**src/rtl/i2c_bus_arbiter.sv**
```systemverilog
`default_nettype none
// ============================================================================
//  Module   : i2c_bus_arbiter
//  Purpose  : Round-robin sharing of one i2c_controller master between
//             NUM_REQ clients, with an enable/ready handshake and a watchdog.
//  Revision : 1.0  initial release
// ============================================================================
module i2c_bus_arbiter #(
    parameter int NUM_REQ        = 4,
    parameter int TIMEOUT_CYCLES = 200000,
    parameter int SYNC_STAGES    = 2
) (
    input  logic                   clk,
    input  logic                   rst,
    input  logic [NUM_REQ-1:0]     req,
    input  logic [7*NUM_REQ-1:0]   req_addr,
    input  logic [8*NUM_REQ-1:0]   req_wdata,
    input  logic [NUM_REQ-1:0]     req_rw,
    output logic [NUM_REQ-1:0]     gnt,
    output logic [NUM_REQ-1:0]     done,
    output logic [7:0]             rdata,
    output logic                   err,
    output logic                   busy,
    output logic [6:0]             m_addr,
    output logic [7:0]             m_data,
    output logic                   m_rw,
    output logic                   m_enable,
    input  logic                   m_ready,
    input  logic [7:0]             m_rdata
);

    localparam int c_ptr_w = (NUM_REQ > 2) ? $clog2(NUM_REQ) : 1;
    localparam int c_tmr_w = $clog2(TIMEOUT_CYCLES) + 1;
    localparam logic [c_tmr_w-1:0] c_tmr_last = c_tmr_w'(TIMEOUT_CYCLES - 1);
    localparam logic [c_ptr_w-1:0] c_ptr_last = c_ptr_w'(NUM_REQ - 1);

    typedef enum logic [1:0] {
        S_IDLE      = 2'd0,
        S_LAUNCH    = 2'd1,
        S_WAIT_DONE = 2'd2,
        S_COMPLETE  = 2'd3
    } state_t;

    state_t                 r_state_q, w_state_d;
    logic [c_ptr_w-1:0]     r_ptr_q,   w_ptr_d;
    logic [c_tmr_w-1:0]     r_tmr_q,   w_tmr_d;
    logic [SYNC_STAGES-1:0] r_sync_q,  w_sync_d;
    logic [NUM_REQ-1:0]     r_gnt_q,   w_gnt_d;
    logic [NUM_REQ-1:0]     r_done_q,  w_done_d;
    logic [7:0]             r_rdata_q, w_rdata_d;
    logic                   r_err_q,   w_err_d;
    logic                   r_busy_q,  w_busy_d;
    logic [6:0]             r_addr_q,  w_addr_d;
    logic [7:0]             r_data_q,  w_data_d;
    logic                   r_rw_q,    w_rw_d;
    logic                   r_en_q,    w_en_d;

    logic                   w_rdy_s;
    logic [NUM_REQ-1:0]     w_rot;
    logic                   w_found;
    int                     w_off;
    int                     w_sum;
    logic [c_ptr_w-1:0]     w_win;
    logic [c_ptr_w-1:0]     w_next_ptr;

    // m_ready comes from the master's divided-clock domain
    assign w_sync_d = SYNC_STAGES'({r_sync_q, m_ready});
    assign w_rdy_s  = r_sync_q[SYNC_STAGES-1];

    // Rotate requests so the search always starts at bit 0, then map back
    always_comb begin
        w_rot   = NUM_REQ'({req, req} >> r_ptr_q);
        w_found = 1'b0;
        w_off   = 0;
        for (int i = 0; i < NUM_REQ; i++) begin
            if (!w_found && w_rot[i]) begin
                w_found = 1'b1;
                w_off   = i;
            end
        end
        w_sum = int'(r_ptr_q) + w_off;
        if (w_sum >= NUM_REQ) begin
            w_sum = w_sum - NUM_REQ;
        end
        w_win      = c_ptr_w'(w_sum);
        w_next_ptr = (w_win == c_ptr_last) ? '0 : w_win + 1'b1;
    end

    always_comb begin
        w_state_d = r_state_q;
        w_ptr_d   = r_ptr_q;
        w_tmr_d   = r_tmr_q;
        w_gnt_d   = r_gnt_q;
        w_done_d  = '0;
        w_rdata_d = r_rdata_q;
        w_err_d   = r_err_q;
        w_addr_d  = r_addr_q;
        w_data_d  = r_data_q;
        w_rw_d    = r_rw_q;
        w_en_d    = r_en_q;

        case (r_state_q)
            S_IDLE: begin
                if (w_found && w_rdy_s) begin
                    w_state_d = S_LAUNCH;
                    w_gnt_d   = NUM_REQ'(1) << w_win;
                    w_ptr_d   = w_next_ptr;
                    w_addr_d  = req_addr[7*w_sum +: 7];
                    w_data_d  = req_wdata[8*w_sum +: 8];
                    w_rw_d    = req_rw[w_sum];
                    w_en_d    = 1'b1;
                    w_tmr_d   = '0;
                end
            end
            S_LAUNCH: begin
                if (!w_rdy_s) begin
                    w_state_d = S_WAIT_DONE;
                    w_en_d    = 1'b0;
                    w_tmr_d   = '0;
                end else if (r_tmr_q == c_tmr_last) begin
                    w_state_d = S_COMPLETE;
                    w_en_d    = 1'b0;
                    w_err_d   = 1'b1;
                    w_rdata_d = '0;
                    w_done_d  = r_gnt_q;
                end else begin
                    w_tmr_d = r_tmr_q + 1'b1;
                end
            end
            S_WAIT_DONE: begin
                w_en_d = 1'b0;
                if (w_rdy_s) begin
                    w_state_d = S_COMPLETE;
                    w_rdata_d = m_rdata;
                    w_err_d   = 1'b0;
                    w_done_d  = r_gnt_q;
                end else if (r_tmr_q == c_tmr_last) begin
                    w_state_d = S_COMPLETE;
                    w_err_d   = 1'b1;
                    w_rdata_d = '0;
                    w_done_d  = r_gnt_q;
                end else begin
                    w_tmr_d = r_tmr_q + 1'b1;
                end
            end
            S_COMPLETE: begin
                w_state_d = S_IDLE;
                w_gnt_d   = '0;
            end
            default: begin
                w_state_d = S_IDLE;
                w_gnt_d   = '0;
                w_en_d    = 1'b0;
            end
        endcase

        w_busy_d = (w_state_d != S_IDLE);
    end

    always_ff @(posedge clk) begin
        if (!rst) begin
            r_state_q <= S_IDLE;
            r_ptr_q   <= '0;
            r_tmr_q   <= '0;
            r_sync_q  <= '0;
            r_gnt_q   <= '0;
            r_done_q  <= '0;
            r_rdata_q <= '0;
            r_err_q   <= 1'b0;
            r_busy_q  <= 1'b0;
            r_addr_q  <= '0;
            r_data_q  <= '0;
            r_rw_q    <= 1'b0;
            r_en_q    <= 1'b0;
        end else begin
            r_state_q <= w_state_d;
            r_ptr_q   <= w_ptr_d;
            r_tmr_q   <= w_tmr_d;
            r_sync_q  <= w_sync_d;
            r_gnt_q   <= w_gnt_d;
            r_done_q  <= w_done_d;
            r_rdata_q <= w_rdata_d;
            r_err_q   <= w_err_d;
            r_busy_q  <= w_busy_d;
            r_addr_q  <= w_addr_d;
            r_data_q  <= w_data_d;
            r_rw_q    <= w_rw_d;
            r_en_q    <= w_en_d;
        end
    end

    assign gnt      = r_gnt_q;
    assign done     = r_done_q;
    assign rdata    = r_rdata_q;
    assign err      = r_err_q;
    assign busy     = r_busy_q;
    assign m_addr   = r_addr_q;
    assign m_data   = r_data_q;
    assign m_rw     = r_rw_q;
    assign m_enable = r_en_q;

endmodule
`default_nettype wire

```
**config.mk**
```make
export PLATFORM = sky130hd
export DESIGN_NAME = i2c_bus_arbiter
export DESIGN_NICKNAME = d
export VERILOG_FILES = /design/src/rtl/i2c_bus_arbiter.sv
export SDC_FILE = /design/constraint.sdc
export NUM_CORES = 1
export LEC_CHECK = 0
export ABC_AREA = 1
export CAP_MARGIN = 10
export CORE_ASPECT_RATIO = 1.75
export CORE_UTILIZATION = 30
export DETAILED_ROUTE_END_ITERATION = 7
export PLACE_DENSITY = 0.54
export SYNTH_ARGS = -nofsm -noshare
export SYNTH_HDL_FRONTEND = slang
export SYNTH_SLANG_ARGS = --single-unit
```
**constraint.sdc**
```tcl
create_clock -name clk -period 3.4 [get_ports clk]
set_input_delay 0.34 -clock clk [delete_from_list [all_inputs] [get_ports clk]]
set_output_delay 0.34 -clock clk [all_outputs]
set_load 0.01 [all_outputs]
```
# After elaboration in Yosys (flattened, before gate mapping)
# Cells that the tools add are included.
# word_totals
output_inout_bits	35
register_bits	60
inputBits	79
word_cells	90
# op_classes
magnitude_cmp	2
n_addsub	4
shift	4
multipliers	1
muxes	40
n_reduce_logical	17
eq_ne	9
# op_table
cell	count
$mux W32	3
$mux W19	4
$pmux W19 S3	1
$add A3 B32 Y32	1
$ge A32 B4 Y1 const B	1
$lt A32 B4 Y1 const B	1
$mul A4 B32 Y32 const A	1
$shiftx A28 B32 Y7	1
$shiftx A32 B32 Y8	1
$sub A32 B4 Y32 const B	1
$mux W8	3
$add A19 B1 Y19 const B	1
$eq A19 B18 Y1 const B	1
$mux W4	4
$pmux W4 S2	2
$pmux W8 S2	1
$mux W1	13
$mux W2	5
$pmux W2 S4	1
$shr A8 B2 Y4	1
$eq A2 B2 Y1 const B	3
$ne A2 B2 Y1 const B	3
$reduce_and A2 Y1	3
$reduce_and A3 Y1	2
other kinds (12)	19

# Longest topological paths before layout
# Gate-level depths: netlist of run 1.
# depth
word_depth	17
depth_mapped	25

# Least setup slack after synthesis of run 1
# No wires, ideal clock.
# synth_timing
path_type	register to register
start	reg r_ptr_q[0]
end	reg r_addr_q[2] (netlist: m_addr[2])
path_buffers	3
period_less_slack_ns	3.492
t_required_ns	3.272
arrival_time_ns	3.364
path_stages_with_launch	25
path_slack_ns	-0.092
cell_sequence	dfxtp_1 -> inv_2 -> nand2_1 -> nand3_1 -> nand2_1 -> nand3_1 -> a21boi_0 -> ha_1 -> inv_1 -> fa_1 -> clkbuf_1 -> clkinv_1 -> ha_1 -> buf_2 -> inv_1 -> buf_2 -> nand3_1 -> nand2_1 -> nand2_1 -> nand3_1 -> nand3_1 -> nand2_1 -> nor2_1 -> nor2_1 -> nor2_1
# synth_between
elab_chain_len	16
word_cells_on_any_way	22
# synth_rtl
item	line_no	source
start: declaration	45	logic [c_ptr_w-1:0] r_ptr_q, w_ptr_d;
start signal: assignment	177	r_ptr_q <= w_ptr_d;
$shr A8 B2 Y4	72	w_rot = NUM_REQ'({req, req} >> r_ptr_q);
$mux W1	76	if (!w_found && w_rot[i]) begin
$logic_not A1 Y1	76	
$logic_and A1 B1 Y1	76	
$mux W1	76	
$logic_not A1 Y1	76	
$logic_and A1 B1 Y1	76	
$mux W1	76	
$logic_not A1 Y1	76	
$logic_and A1 B1 Y1	76	
$mux W32	76	
$add A3 B32 Y32	81	w_sum = int'(r_ptr_q) + w_off;
$sub A32 B4 Y32 / $ge A32 B4 Y1 (equally long branches)	83, 82	
$mux W32	82	if (w_sum >= NUM_REQ) begin
$mul A4 B32 Y32	108	w_addr_d = req_addr[7*w_sum +: 7];
$shiftx A28 B32 Y7	108	
end signal: assignment	185	r_addr_q <= w_addr_d;
end: declaration	53	logic [6:0] r_addr_q, w_addr_d;
# Several ways; a longest one is shown, not always the timed one.
# A chain may end at the register's enable or synchronous reset.

# Worst setup path after layout of run 1
# layout_timing
start	in req[0]
end	reg r_addr_q[5] (netlist: m_addr[5])
# layout_between
elab_chain_len	16
word_cells_on_any_way	22
# layout_rtl
item	line_no	source
start: declaration	15	input logic [NUM_REQ-1:0] req,
$shr A8 B2 Y4 *	72	
$mux W1	76	
$logic_not A1 Y1	76	
$logic_and A1 B1 Y1	76	
$mux W1	76	
$logic_not A1 Y1	76	
$logic_and A1 B1 Y1	76	
$mux W1	76	
$logic_not A1 Y1	76	
$logic_and A1 B1 Y1	76	
$mux W32	76	
$add A3 B32 Y32	81	
$sub A32 B4 Y32 / $ge A32 B4 Y1 (equally long branches)	83, 82	
$mux W32	82	
$mul A4 B32 Y32	108	
$shiftx A28 B32 Y7	108	
# Mark *: on every way between the ends. The rest lies on a longest branch, timed or not.

==> results of run 1 <==
## per-stage QoR
stage               setup WS, ps  utilization  TNS, ps
global placement            -249        0.404    -1450
CTS                         19.9        0.429        0
finish                       230        0.431        0
detailed placement          -226        0.404    -1350
global route                7.11        0.431        0
floorplan                   4.94            -        0
## how the worst min path moves through the flow
stage	startpoint	cells after the start	endpoint
after floorplan	r_sync_q[0]	2	r_sync_q[1]
after global placement	r_sync_q[0]	2	r_sync_q[1]
after detailed placement	r_sync_q[0]	2	r_sync_q[1]
after CTS	r_sync_q[0]	2	r_sync_q[1]
after global routing	r_sync_q[0]	2	r_sync_q[1]
final	r_sync_q[0]	2	r_sync_q[1]
## cells by family (layout without fill, tap and decap cells)
| family | count (synthesis) | count (layout) | synth area share |
|---|---|---|---|
| DFF | 60 | 60 | 0.256 |
| and+or+nand+nor | 551 | 551 | 0.495 |
| adders and majority gates | 14 | 14 | 0.0389 |
| buffers and inverters | 120 | 251 | 0.107 |
| AOI/OAI and AO/OA | 84 | 84 | 0.0953 |
| xor gates and xnor gates | 4 | 4 | 0.00746 |
## power by group through the flow
stage               clock network [mW]  registers [mW]  logic, mW
CTS                               1.18           0.924       2.01
floorplan                            0           0.908       1.30
global placement                     0           0.941       2.02
finish                            1.16           0.927       2.06
global route                      1.21           0.940       2.32
detailed placement                   0           0.939       2.01
## per-layer routing
layer	share of wire	routed length, um	vias to the layer above
met4	0.059	1060	0
met3	0.031	555	58
met2	0.58	10500	173
met5	0	0	-
li1	-	-	2931
met1	0.33	5910	2552
## cell type report
class                           count  area (um^2)  share of cell area
Clock buffer                        9          225              0.0341
Inverter                           86          324              0.0491
Timing Repair Buffer              149         1450               0.220
Sequential cell                    60         1200               0.182
Multi-Input combinational cell    653         3020               0.457
Tap cell                          186          233              0.0352
Clock inverter                      7          146              0.0222
## worst max-delay path, cell delays in order
cell and delay (ps):
clkdlybuf4s50_1 430, nand2_1 100, nand3_1 60, nand2_1 90, nand3_1 70, a21boi_0 170
ha_1 170, inv_1 50, fa_1 520, clkinv_2 90, ha_4 290, inv_2 50
buf_4 160, buf_12 130, nand2_1 50, nand2_1 80, nand2_1 60, nand3_1 190
nand2_1 130, nand2_1 60, a21oi_1 120
## synthesized netlist by cell type
cell,number,share of area
a21oi_1,33,0.035
xnor2_1,1,0.0019
nand2_8,1,0.0043
inv_1,75,0.060
nand4_1,23,0.031
o21ai_0,31,0.033
o211ai_1,2,0.0032
fa_1,1,0.0043
buf_4,3,0.0048
clkinv_1,2,0.0016
nor3_1,10,0.011
nor2_1,93,0.074
buf_2,16,0.017
or2_2,1,0.0013
nand2_2,1,0.0013
xor2_1,3,0.0056
ha_1,13,0.035
buf_1,2,0.0016
a21boi_0,1,0.0016
nor2_2,1,0.0013
nand2_4,2,0.0048
dfxtp_1,60,0.26
nand3_4,1,0.0037
o21ai_1,2,0.0021
a211oi_1,1,0.0016
clkbuf_1,10,0.0080
buf_6,3,0.0072
nand3_1,110,0.12
o22ai_1,14,0.019
nand2_1,308,0.25
inv_2,9,0.0072
## registers in the layout (all words and copies together), names as in the netlist
signal / flops
busy: 1
done: 4
err: 1
gnt: 4
m_addr: 7
m_data: 8
m_enable: 1
m_rw: 1
r_ptr_q: 2
r_state_q: 2
r_sync_q: 2
r_tmr_q: 19
rdata: 8
==> results.yml, run 1 <==
yosys:
  yosys_warnings: 0
  yosysUniqueCellTypes: 31
  syn-num-nets: 926
  synth_area_um2: 4700
  netlist_instances: 833
  synth_seq_cells: 60
  ys_seq_area_frac: 0.256
  synth_area_per_cell_um2: 5.64
global_route:
  grtUsageMet1: 0.191
  met2_usage: 0.461
  grt_pass1_vias: 5734
  grt_max_degree: 52
  overflow: 0
  busiest_layer: "met2"
  use_met3: 0.0292
  grt_pass1_wl_mm: 28.2
  antenna_found_initial: 0
  grt_use_total: 0.223
worst_setup_path:
  critPathArrivalTime_ps: 3430
  r2r_slack_ps: 260
  ff2ff_path_depth: 21
  cp-end-kind: "register"
  cp_max_fo: 7
  cp.required_ps: 3660
  r2r-end: "m_addr[5]"
  endpoint: "m_addr[5]"
  cp-start-kind: "input pin"
  rr_startpoint: "r_ptr_q[0]"
  path_class: "in2reg"
  crit_start: "req[0]"
clocking:
  root_buffer: "clkbuf_16"
  cts.sinks: 60
  clk_latency_ps: 330
  post_cts_buffers: 0
  cts_buffer_depth: 2
  numCtsBuffers: 9
  clk_pin_slew_ps: 60
  cts_tree: "yes"
  hold_buffers: 0
  htree_levels: 3
  cts_resized: 0
cells_and_area:
  synthToLayoutAreaGrowth_pct: 40.6
  final_cells: 1150
  drive_gt1_frac: 0.0778
  final_common_cell: "nand2_1"
  final_cell_area_um2: 6610
  layout_common_cells: "308 x nand2_1, 113 x clkdlybuf4s50_1, 110 x nand3_1"
  n_fill_cell: 1699
  antennaDiodeCount: 0
  final_nets: 1052
detailed_routing:
  ant_nets: 0
  route.detailed.drc: 0
  wl_mm: 18.0
  wl_per_cell_um: 15.6
  dr_total_vias: 5714
  drt_pass1_iterations: 6
  drt_iter0_drc: 268
  via_per_inst: 4.97
timing:
  skew_ps: 6.79
  fmax_mhz: 315
  slew_headroom: 0.459
  holdWs_ps: 415
  rsz0062_at_grt: "no"
  min_period_ps: 3170
  period_share: 0.932
  finalSetupViolCount: 0
  timing.final.max_slew_violations: 0
  final_hold_viol_count: 0
  worst_pin_slew_ps: 811
power:
  peakVddDrop_v: 0.000302
  total_power_mw: 4.15
  switching_share: 0.414
  p_per_area_nw_per_um2: 628
  p_seq_frac: 0.224
  p_clk_frac: 0.280
  power_switching_mw: 1.72
  power.leakage_nw: 3.02
  pwr-share-comb: 0.496
  internal_power_mw: 2.43
die:
  ios: 114
  die_w_um: 96.6
  start_util: 0.307
  placementRows: 60
  die_area_um2: 16200
  core_um2: 15300
  die_y_um: 168
placement:
  place_congestion: 0.954
  post-dp-hpwl_mm: 14.5
  placed_cell_area_um2: 6190
  dp.cells: 1134
  portBuffers: 113
outcome:
  status: "finished clean"
hold_path:
  hp-class: "reg2reg"
job:
  max_cap_violations: 0
Power figures use the tool's default switching activity.
==> run 2, diff against run 1 <==
SLEW_MARGIN = 25   (was default)
==> results of run 2 <==
Final layout, timing and power as in run 1 (identical DEF).
